===== config.mk =====
export PLATFORM = sky130hd
export DESIGN_NAME = perf_counter_bank
export DESIGN_NICKNAME = d
export VERILOG_FILES = /design/src/rtl/perf_counter_bank_pkg.sv /design/src/rtl/perf_counter_ch.sv /design/src/rtl/perf_counter_bank.sv
export SDC_FILE = /design/constraint.sdc
export NUM_CORES = 1
export LEC_CHECK = 0
export BUFFER_PORTS_ARGS = -buffer_cell sky130_fd_sc_hd__buf_2
export CORE_UTILIZATION = 60
export CTS_CLUSTER_SIZE = 24
export DETAILED_ROUTE_END_ITERATION = 10
export PLACE_DENSITY = 0.74
export SETUP_SLACK_MARGIN = 0.4
export SYNTH_ARGS = -nofsm -noshare
export SYNTH_HDL_FRONTEND = slang
export SYNTH_SLANG_ARGS = --single-unit

===== constraint.sdc =====
create_clock -name clk -period 4.9 [get_ports clk]
set_input_delay 0.98 -clock clk [delete_from_list [all_inputs] [get_ports clk]]
set_output_delay 0.98 -clock clk [all_outputs]
set_load 0.05 [all_outputs]

===== src/rtl/perf_counter_bank_pkg.sv =====
// perf_counter_bank_pkg: shared types and CTRL bit positions for the performance counter bank
package perf_counter_bank_pkg;
    typedef logic [15:0] lc3b_word;
    typedef logic [15:0] perf_off_t;
    localparam int PERF_CTRL_FREEZE = 0;
    localparam int PERF_CTRL_CLRALL = 1;
    localparam int PERF_MAX_CH = 16;
endpackage


===== src/rtl/perf_counter_ch.sv =====
// perf_counter_ch: one event counter with clear priority, overflow pulse and wrap/saturate mode
module perf_counter_ch #(
    parameter int W = 32
) (
    input  logic         clk,
    input  logic         reset,
    input  logic         inc,
    input  logic         clr,
    input  logic         sat_mode,
    output logic [W-1:0] cnt,
    output logic         ovf_pulse
);
    assign ovf_pulse = inc & ~clr & (&cnt);
    always_ff @(posedge clk) begin
        if (reset || clr) cnt <= '0;
        else if (inc) cnt <= (ovf_pulse && sat_mode) ? cnt : cnt + 1'b1;
    end
endmodule


===== src/rtl/perf_counter_bank.sv =====
// perf_counter_bank: memory-mapped bank of event counters with coherent hi-half snapshot reads
module perf_counter_bank
    import perf_counter_bank_pkg::*;
#(
    parameter int          NUM_CH    = 8,
    parameter int          CNT_WIDTH = 32,
    parameter logic [15:0] BASE_ADDR = 16'hFFC0,
    parameter bit          SATURATE  = 1'b0
) (
    input  logic              clk,
    input  logic              reset,
    input  logic [NUM_CH-1:0] event_inc,
    input  logic [15:0]       mem_address,
    input  logic              mem_read,
    input  logic              mem_write,
    input  logic [15:0]       mem_wdata,
    output logic              addr_hit,
    output logic              mem_resp,
    output logic [15:0]       rdata
);
    perf_off_t   off;
    logic [3:0]  idx;
    logic        is_cnt, is_ctrl, is_ovf, wr, rd, clr_all, cnt_wr, freeze;
    logic [31:0] cnt_w [PERF_MAX_CH];
    logic [15:0] ovf_set, ovf, shadow_hi, rd_val;
    assign off      = mem_address - BASE_ADDR;
    assign addr_hit = off < perf_off_t'(2 * NUM_CH + 2);
    assign is_cnt   = off < perf_off_t'(2 * NUM_CH);
    assign is_ctrl  = off == perf_off_t'(2 * NUM_CH);
    assign is_ovf   = off == perf_off_t'(2 * NUM_CH + 1);
    assign idx      = off[4:1];
    assign wr       = addr_hit & mem_write;
    assign rd       = addr_hit & mem_read & ~mem_write;
    assign clr_all  = wr & is_ctrl & mem_wdata[PERF_CTRL_CLRALL];
    assign cnt_wr   = wr & is_cnt;
    for (genvar i = 0; i < PERF_MAX_CH; i++) begin : g_ch
        if (i < NUM_CH) begin : g_on
            logic [CNT_WIDTH-1:0] c;
            logic                 p;
            perf_counter_ch #(.W(CNT_WIDTH)) u_ch (
                .clk      (clk),
                .reset    (reset),
                .inc      (event_inc[i] & ~freeze),
                .clr      (clr_all | (cnt_wr & (idx == 4'(i)))),
                .sat_mode (SATURATE),
                .cnt      (c),
                .ovf_pulse(p)
            );
            assign cnt_w[i]   = 32'(c);
            assign ovf_set[i] = p;
        end else begin : g_off
            assign cnt_w[i]   = '0;
            assign ovf_set[i] = 1'b0;
        end
    end
    always_comb begin
        rd_val = is_cnt ? (off[0] ? shadow_hi : cnt_w[idx][15:0]) :
                 is_ctrl ? {15'h0, freeze} :
                 is_ovf ? ovf : 16'h0;
    end
    always_ff @(posedge clk) begin
        if (reset) begin
            mem_resp  <= 1'b0;
            rdata     <= 16'h0;
            shadow_hi <= 16'h0;
            freeze    <= 1'b0;
            ovf       <= 16'h0;
        end else begin
            mem_resp <= addr_hit & (mem_read | mem_write);
            rdata    <= rd ? rd_val : 16'h0;
            if (rd && is_cnt && !off[0]) shadow_hi <= cnt_w[idx][31:16];
            if (wr && is_ctrl) freeze <= mem_wdata[PERF_CTRL_FREEZE];
            // a same-cycle overflow re-sets a bit the write is clearing
            ovf <= (clr_all ? 16'h0 : (wr && is_ovf) ? ovf & ~mem_wdata : ovf) | ovf_set;
        end
    end
endmodule


==> impl_metrics.tcl, run 1 <==
set metrics [dict create \
    status "complete, no violations" \
    clock_sinks 306 \
    gp_congestion 1.03 \
    cts_setup_buffers 0 \
    synth_ff_type "dfxtp_1" \
    dp.cells 2082 \
    post-place-ws_ns 1.13 \
    grt_pass1_wl_um 67200 \
    yosysWarningCount 0 \
    clk_latency_ns 0.52 \
    power_w 0.00533 \
    drtIter0Drc 1438 \
    relSlewSlack 0.228 \
    combPwrFrac 0.048 \
    ys_ff_latch 306 \
    viasPerCell 6.25 \
    die_y_um 164 \
    path_cells "buf_2 > nor4_1 > and2_1 > o21ai_0 > or2_2 > inv_1 > buf_2" \
    cp_top_family "simple AND/OR/NAND/NOR gates" \
    p_int_w 0.00412 \
    async_reset_ff_frac 0 \
    drc 0 \
    p_sw_w 0.00122 \
    cts_tree "built" \
    hold_violations 0 \
    cts_root_buf "clkbuf_16" \
    ys_types 64 \
    min_period_over_period 0.799 \
    crit_path_start "mem_address[12]" \
    layout-drive-gt1-share 0.126 \
    grt_pass1_vias 12300 \
    maxSlewViolCount 0 \
    fp.dieW_um 164 \
    cts_hold_buf 0 \
    p_leak_nw 6.04 \
    cts_htree_levels 2 \
    fmax_mhz 256 \
    drv_cap 0 \
    syn_area_per_cell_um2 8.93 \
    synth-seq-area-share 0.390 \
    path_class "in2out" \
    grt_max_degree 60 \
    hold_start "ovf[4]" \
    fin_skew_ns 0.0204 \
    port_buffers 61 \
    final_area_um2 17300 \
    p_per_area_nw_per_um2 308 \
    cts_max_path_buffers 3 \
    antenna_found_initial 0 \
    multiInputGateArea_um2 9070 \
    dr.pass1.iters 7 \
    place_hpwl_um 30700 \
    syn_inst 1761 \
    period_minus_slack_ns 3.91 \
    switching_share 0.228 \
    worst-path-max-fanout 3 \
    seq_area_um2 6130 \
    areaGrowthSynthToFinish_pct 10.0 \
    worst-slew-pin-transition_ns 1.15 \
    io_pins 62 \
    initial_utilization 0.617 \
    crit_top_cell "buf_2" \
    overflow 0 \
    synth_top_cell_by_area "dfxtp_1" \
    peakVddDrop_mv 0.364 \
    rsz0062_at_grt "false" \
    hold_path_class "reg2reg" \
    crit-reg2reg-launch "freeze" \
    synth_area_leaders "dfxtp_1 (39%), nor2_1 (7.3%), xnor2_1 (6.9%)" \
    dieArea_um2 26900 \
    start_kind "primary input" \
    core-area_um2 25500 \
    fillers 2038 \
    stdcell_count 2144 \
    totalWireLength_um 43200 \
    final_cell_mix "dfxtp_1 (306), nor2_1 (305), xnor2_1 (124)" \
    setup_viol 0 \
    fin_nets 1841 \
    postPlaceCellArea_um2 16200 \
    synth_area_um2 15700 \
    synth_top_area_share 0.390 \
    routedWlPerCell_um 20.1 \
    synth-edff-count 0 \
    numCtsBuffers 34 \
    slowest_stage "nor4_1" \
    rows 58 \
    crit_path_max_incr_delay_ns 0.69 \
    finalWorstSetupSlack_ns 0.987 \
    synth_nets 1814 \
    worstPathArrival_ns 2.93 \
    end_kind "output pin" \
    layout_commonest_cell "dfxtp_1" \
    dr_total_vias 13400 \
    cp_num_buf_inv 3 \
    postCtsResizedCells 0 \
    fin_tns_setup_ns 0 \
    track_usage 0.322 \
    clkPwrFrac 0.478 \
    path_clk_slew_ns 0.06 \
    ant_nets 0 \
    crit_required_ns 3.92 \
    seq_power_share 0.474 \
]
[sequential cells by signal (all words and copies together), names as in the netlist]
signal	cells
freeze	1
ovf	16
mem_resp	1
shadow_hi	16
g_ch.g_on.u_ch.cnt	256
rdata	16
[power groups by stage]
stage / Clock, W / Combinational, W / Sequential, W
finish: 0.00255 / 0.000255 / 0.00253
CTS: 0.00257 / 0.000247 / 0.00253
global route: 0.00268 / 0.000269 / 0.00253
detailed placement: 0 / 0.000245 / 0.00258
floorplan: 0 / 0.000170 / 0.00257
global placement: 0 / 0.000241 / 0.00258
[routing by layer]
metal	global-route usage	routed length [um]	vias to the layer above
li1	-	-	6331
met1	0.433	18700	6444
met2	0.512	19200	535
met3	0.0747	3990	90
met4	0.0951	1160	2
met5	0.0341	122	-
[metrics by stage]
step / hold slack [ns] / util
floorplan: 0.424 / -
global placement: 0.436 / 0.635
detailed placement: 0.441 / 0.635
CTS: 0.453 / 0.679
global route: 0.467 / 0.679
finish: 0.450 / 0.679
[synth_stat cells (37+ instances only)]
master and count:
mux2i_1 53, clkbuf_1 37, xor2_1 107, nand3_1 65
nand4_1 83, nor4_1 45, inv_1 37, dfxtp_1 306
buf_2 37, nor2_1 305, xnor2_1 124, nand2_1 120
[cell type report]
| class | count | share of cell area |
|---|---|---|
| Antenna cell | 1 | 0.000145 |
| Clock buffer | 55 | 0.0632 |
| Clock inverter | 6 | 0.00195 |
| Inverter | 37 | 0.00803 |
| Multi-Input combinational cell | 1333 | 0.524 |
| Sequential cell | 306 | 0.354 |
| Tap cell | 330 | 0.0239 |
| Timing Repair Buffer | 76 | 0.0243 |
[path summary, 6_finish.rpt]
check | endpoint | slack, ns | cells past startpoint
hold reg to reg | rdata[4] | 0.45 | 1
setup reg to reg | g_ch[7].g_on.u_ch.cnt[26] | 2.00 | 5
hold / removal | rdata[4] | 0.45 | 1
setup / recovery | addr_hit | 0.99 | 7
[kinds of logic after synthesis]
logic type,synth area share
AO/OA/AOI/OAI,0.0743
multiplexers,0.104
adder cells (fa/ha/maj),0.00716
XOR/XNOR,0.129
flip-flops,0.390
buffers and inverters,0.0333
AND/OR/NAND/NOR,0.263
Note: power is estimated with default switching activity, not from simulation.
==> run 2, diff against run 1 <==
--- a/config.mk
+++ b/config.mk
@@ -6,10 +6,10 @@
 export NUM_CORES = 1
 export LEC_CHECK = 0
 export BUFFER_PORTS_ARGS = -buffer_cell sky130_fd_sc_hd__buf_2
-export CORE_UTILIZATION = 60
+export CORE_UTILIZATION = 56
 export CTS_CLUSTER_SIZE = 24
 export DETAILED_ROUTE_END_ITERATION = 10
-export PLACE_DENSITY = 0.74
+export PLACE_DENSITY = 0.72
 export SETUP_SLACK_MARGIN = 0.4
 export SYNTH_ARGS = -nofsm -noshare
 export SYNTH_HDL_FRONTEND = slang
==> constraint.sdc (replaced) <==
create_clock -name clk -period 3.2 [get_ports clk]
set_input_delay 0.64 -clock clk [delete_from_list [all_inputs] [get_ports clk]]
set_output_delay 0.64 -clock clk [all_outputs]
set_load 0.05 [all_outputs]
==> impl_metrics.tcl, run 2 (synthesized netlist as in run 1, its figures left out) <==
set metrics [dict create \
    p_per_area_nw_per_um2 474 \
    min_period_over_period 0.854 \
    port_buffers 61 \
    worst-slew-pin-transition_ns 1.05 \
    grtUsageMet2 0.473 \
    path_class "in2out" \
    rsz0062_at_grt "false" \
    die_y_um 170 \
    layout-drive-gt1-share 0.144 \
    dr_total_vias 13300 \
    dr.pass1.iters 5 \
    fin_tns_setup_ns 0 \
    layout_commonest_cell "dfxtp_1" \
    place_hpwl_um 31100 \
    clk_latency_ns 0.51 \
    totalWireLength_um 42800 \
    fin_nets 1870 \
    status "complete, no violations" \
    finalWorstSetupSlack_ns 0.467 \
    cts_tree "built" \
    cts_root_buf "clkbuf_16" \
    drc 0 \
    antenna_found_initial 0 \
    crit-reg2reg-launch "freeze" \
    viasPerCell 6.02 \
    ff2ff_path_depth 5 \
    end_kind "output pin" \
    routedWlPerCell_um 19.3 \
    ant_nets 0 \
    fin_skew_ns 0.0111 \
    largest_reg_flops 256 \
    post-place-ws_ns 0.119 \
    initial_utilization 0.577 \
    met1_usage 0.401 \
    hold_path_class "in2reg" \
    whs_endpoint "ovf[12]" \
    fp.dieW_um 170 \
    fmax_mhz 366 \
    p_leak_nw 6.24 \
    relSlewSlack 0.301 \
    drtIter0Drc 1313 \
    cts_max_path_buffers 3 \
    peakVddDrop_mv 0.444 \
    core-area_um2 27300 \
    cts_htree_levels 2 \
    path_clk_slew_ns 0.06 \
    final_cell_mix "dfxtp_1 (306), nor2_1 (305), xnor2_1 (124)" \
    track_usage 0.299 \
    worstPathArrival_ns 2.09 \
    grt_pass1_vias 12500 \
    worst-path-max-fanout 7 \
    rows 60 \
    start_kind "primary input" \
    grt_max_degree 59 \
    maxSlewViolCount 0 \
    hold_start "mem_wdata[12]" \
    r2r_end "ovf[2]" \
    numCtsBuffers 35 \
    antenna-diode-count 0 \
    crit_required_ns 2.56 \
    gp_congestion 0.971 \
    areaGrowthSynthToFinish_pct 12.5 \
    io_pins 62 \
    use_met3 0.0718 \
    top_usage_layer "met2" \
    overflow 0 \
    drv_cap 0 \
    top_register "g_ch.g_on.u_ch.cnt" \
    holdPathStages 3 \
    dieArea_um2 28800 \
    r2r_slack_ns 0.65 \
    hold_violations 0 \
    period_minus_slack_ns 2.73 \
    clock_sinks 306 \
    setup_viol 0 \
    grt_pass1_wl_um 67400 \
]
[run 2: cell count changes in the layout (fill, tap and decap cells not counted), moves of 2 or more]
cell,change
clkinv_2,+3
buf_4,+26
buf_12,+3
bufinv_16,+2
clkbuf_1,-3
[run 2: per-stage QoR]
step                      std cells   util  instance area (um2)  hold WS, ns  power [W]
after floorplan                1761      -                15700        0.424    0.00420
after global placement         2152  0.604                16500        0.437    0.00433
after detailed placement       2152  0.604                16500        0.441    0.00434
after CTS                      2215  0.648                17700        0.427    0.00840
after global routing           2215  0.649                17700        0.445    0.00861
final                          2215  0.649                17700        0.437    0.00838
[run 2: what timing repair did]
action,in CTS,in global routing
buffers inserted,0,0
hold buffers,0,0
gates resized for setup,3,4
pin swaps,0,0
endpoints found under the setup margin,1,1
[run 2: final cells by class]
class | instances | area, um2
inverter | 37 | 139
timing repair buffer | 104 | 671
multi-input combinational | 1333 | 9100
sequential | 306 | 6130
fill | 2281 | 9560
clock buffer | 52 | 1080
clock inverter | 11 | 108
tap | 372 | 465
[run 2: worst max-delay path, stage by stage]
cell and delay (ns):
buf_2 0.13, nor3_1 0.34, buf_4 0.23, o21ai_0 0.12, or2_2 0.35, inv_1 0.08, buf_4 0.19
[run 2: worst max-delay path by stage]
stage                    start                         to  slack [ns]
3_3_place_gp   mem_address[13]  g_ch[2].g_on.u_ch.cnt[19]        0.24
6_report        mem_address[2]                   addr_hit        0.47
2_1_floorplan   mem_address[6]                   addr_hit        0.45
5_1_grt        mem_address[12]                   addr_hit        0.38
3_5_place_dp   mem_address[13]  g_ch[4].g_on.u_ch.cnt[26]        0.12
4_1_cts         mem_address[6]                   addr_hit        0.44
[run 2: per-layer routing]
metal,up-vias,routed length [um]
li1,6379,-
met1,6384,18500
met2,494,19100
met3,83,3840
met4,0,1270
met5,-,0
[run 2: where the power goes]
part / switching (W) / total [W] / internal, W
Sequential: 0.0000381 / 0.00387 / 0.00383
Clock: 0.00161 / 0.00411 / 0.00250
Combinational: 0.000258 / 0.000404 / 0.000146
Total: 0.00190 / 0.00838 / 0.00648
==> run 3, diff against run 2 <==
--- a/config.mk
+++ b/config.mk
@@ -5,7 +5,7 @@
 export SDC_FILE = /design/constraint.sdc
 export NUM_CORES = 1
 export LEC_CHECK = 0
-export BUFFER_PORTS_ARGS = -buffer_cell sky130_fd_sc_hd__buf_2
+export BUFFER_PORTS_ARGS = -buffer_cell sky130_fd_sc_hd__clkbuf_2
 export CORE_UTILIZATION = 56
 export CTS_CLUSTER_SIZE = 24
 export DETAILED_ROUTE_END_ITERATION = 10
==> impl_metrics.tcl, run 3 (synthesized netlist as in run 1, its figures left out) <==
set metrics [dict create \
    gp_congestion 0.902 \
    clk_latency_ns 0.52 \
    cts_root_buf "clkbuf_16" \
    power_w 0.00835 \
    fmax_mhz 364 \
    totalWireLength_um 43100 \
    largest_reg_flops 256 \
    layout-drive-gt1-share 0.140 \
    start_kind "primary input" \
    die_y_um 170 \
    ff2ff_path_depth 5 \
    seq_power_share 0.463 \
    clkPwrFrac 0.489 \
    initial_utilization 0.577 \
    grt_pass1_wl_um 67600 \
    relSlewSlack 0.279 \
    fin_nets 1868 \
    dr.pass1.iters 6 \
    place_hpwl_um 31100 \
    slowest_stage "or2_2" \
    final_area_um2 17600 \
    worst-path-max-fanout 7 \
    final_cell_mix "dfxtp_1 (306), nor2_1 (305), xnor2_1 (124)" \
    overflow 0 \
    fin_tns_setup_ns 0 \
    io_pins 62 \
    top_register "g_ch.g_on.u_ch.cnt" \
    dieArea_um2 28800 \
    switching_share 0.225 \
    core-area_um2 27300 \
    grt_max_degree 57 \
    cts_max_path_buffers 3 \
    drtIter0Drc 1168 \
    r2r_slack_ns 0.61 \
    cts_tree "built" \
    rows 60 \
    fin_skew_ns 0.0174 \
    track_usage 0.300 \
    drv_cap 0 \
    worstPathArrival_ns 2.11 \
    cts_setup_buffers 0 \
    antenna_found_initial 0 \
    grt_pass1_vias 12500 \
    cts_htree_levels 2 \
    hold_violations 0 \
    routedWlPerCell_um 19.5 \
    drc 0 \
    clock_sinks 306 \
    p_sw_w 0.00188 \
    antenna-diode-count 0 \
    p_per_area_nw_per_um2 473 \
    fp.dieW_um 170 \
    period_minus_slack_ns 2.75 \
    hold_start "mem_wdata[10]" \
    whs_endpoint "ovf[10]" \
    worst-slew-pin-transition_ns 1.08 \
    combPwrFrac 0.048 \
    ant_nets 0 \
    port_buffers 61 \
    setup_viol 0 \
    crit_required_ns 2.56 \
    numCtsBuffers 35 \
    end_kind "output pin" \
    peakVddDrop_mv 0.365 \
    holdPathStages 3 \
    p_leak_nw 6.19 \
    crit-reg2reg-launch "freeze" \
    rsz0062_at_grt "false" \
    postPlaceCellArea_um2 16500 \
    viasPerCell 6.09 \
    p_int_w 0.00647 \
    r2r_end "g_ch[1].g_on.u_ch.cnt[26]" \
    dr_total_vias 13500 \
    path_cells "clkbuf_2 > ha_2 > nor3_2 > a31o_2 > o21ai_1 > or2_2 > inv_1 > buf_12" \
    crit_path_max_incr_delay_ns 0.38 \
    areaGrowthSynthToFinish_pct 12.2 \
    min_period_over_period 0.859 \
    hold_path_class "in2reg" \
    path_clk_slew_ns 0.06 \
    path_class "in2out" \
    maxSlewViolCount 0 \
    layout_commonest_cell "dfxtp_1" \
    status "complete, no violations" \
    fin_util 0.647 \
]
==> run 3: cell types whose count changed in the layout (fill, tap and decap cells not counted), sizes merged <==
cell,before,now
bufinv,2,3
clkbuf,52,111
buf,104,43
inv,37,39
clkinv,8,4
clkinvlp,1,0
==> run 3: power by group through the flow <==
stage	clock network, W	logic (W)	registers (W)
floorplan	0	0.000261	0.00394
global placement	0	0.000379	0.00395
detailed placement	0	0.000388	0.00395
CTS	0.00413	0.000390	0.00387
global route	0.00428	0.000428	0.00387
finish	0.00408	0.000402	0.00387
==> run 3: stage by stage <==
step           std cells  hold slack (ns)  setup WS (ns)
6_report            2211            0.412          0.450
5_1_grt             2211            0.424          0.370
4_1_cts             2211            0.404          0.450
3_5_place_dp        2150            0.441          0.290
3_3_place_gp        2150            0.431          0.341
2_1_floorplan       1761            0.424          0.450
==> run 3: layer usage <==
layer  global-route usage  wire, um  vias to the layer above
li1                     -         -                     6387
met1                0.396     18600                     6451
met2                0.463     18700                      527
met3               0.0779      3970                      100
met4                0.128      1780                        0
met5                    0         0                        -
==> run 3: timing repair <==
| action | CTS | global route |
|---|---|---|
| endpoints found under the setup margin | 1 | 1 |
| gates resized for setup | 2 | 1 |
| gates cloned | 0 | 0 |
| endpoints found under the hold margin | 0 | 0 |
| hold buffers | 0 | 0 |
| pin swaps | 0 | 0 |
==> run 3: worst max path at each step <==
stage	slack, ns	start	cells after the start	endpoint
detailed placement	0.29	mem_address[13]	6	g_ch[4].g_on.u_ch.cnt[9]
floorplan	0.45	mem_address[6]	7	addr_hit
finish	0.45	mem_address[6]	8	addr_hit
global route	0.37	mem_address[6]	8	addr_hit
global placement	0.34	mem_address[6]	8	addr_hit
CTS	0.45	mem_address[6]	8	addr_hit
==> run 3: area by class of cell <==
cell class                      count  area [um2]
Multi-Input combinational cell   1333        9080
Inverter                           37         139
Tap cell                          372         465
Sequential cell                   306        6130
Fill cell                        2259        9610
Timing Repair Buffer              102         656
Clock buffer                       52        1040
Clock inverter                      9         130
==> run 3: worst max-delay path, delay by kind of cell <==
| family | cells | cell delay, ns |
|---|---|---|
| AOI/OAI and AO/OA | 2 | 0.30 |
| and+or+nand+nor | 2 | 0.56 |
| adders and majority gates | 1 | 0.24 |
| buffers and inverters | 3 | 0.37 |
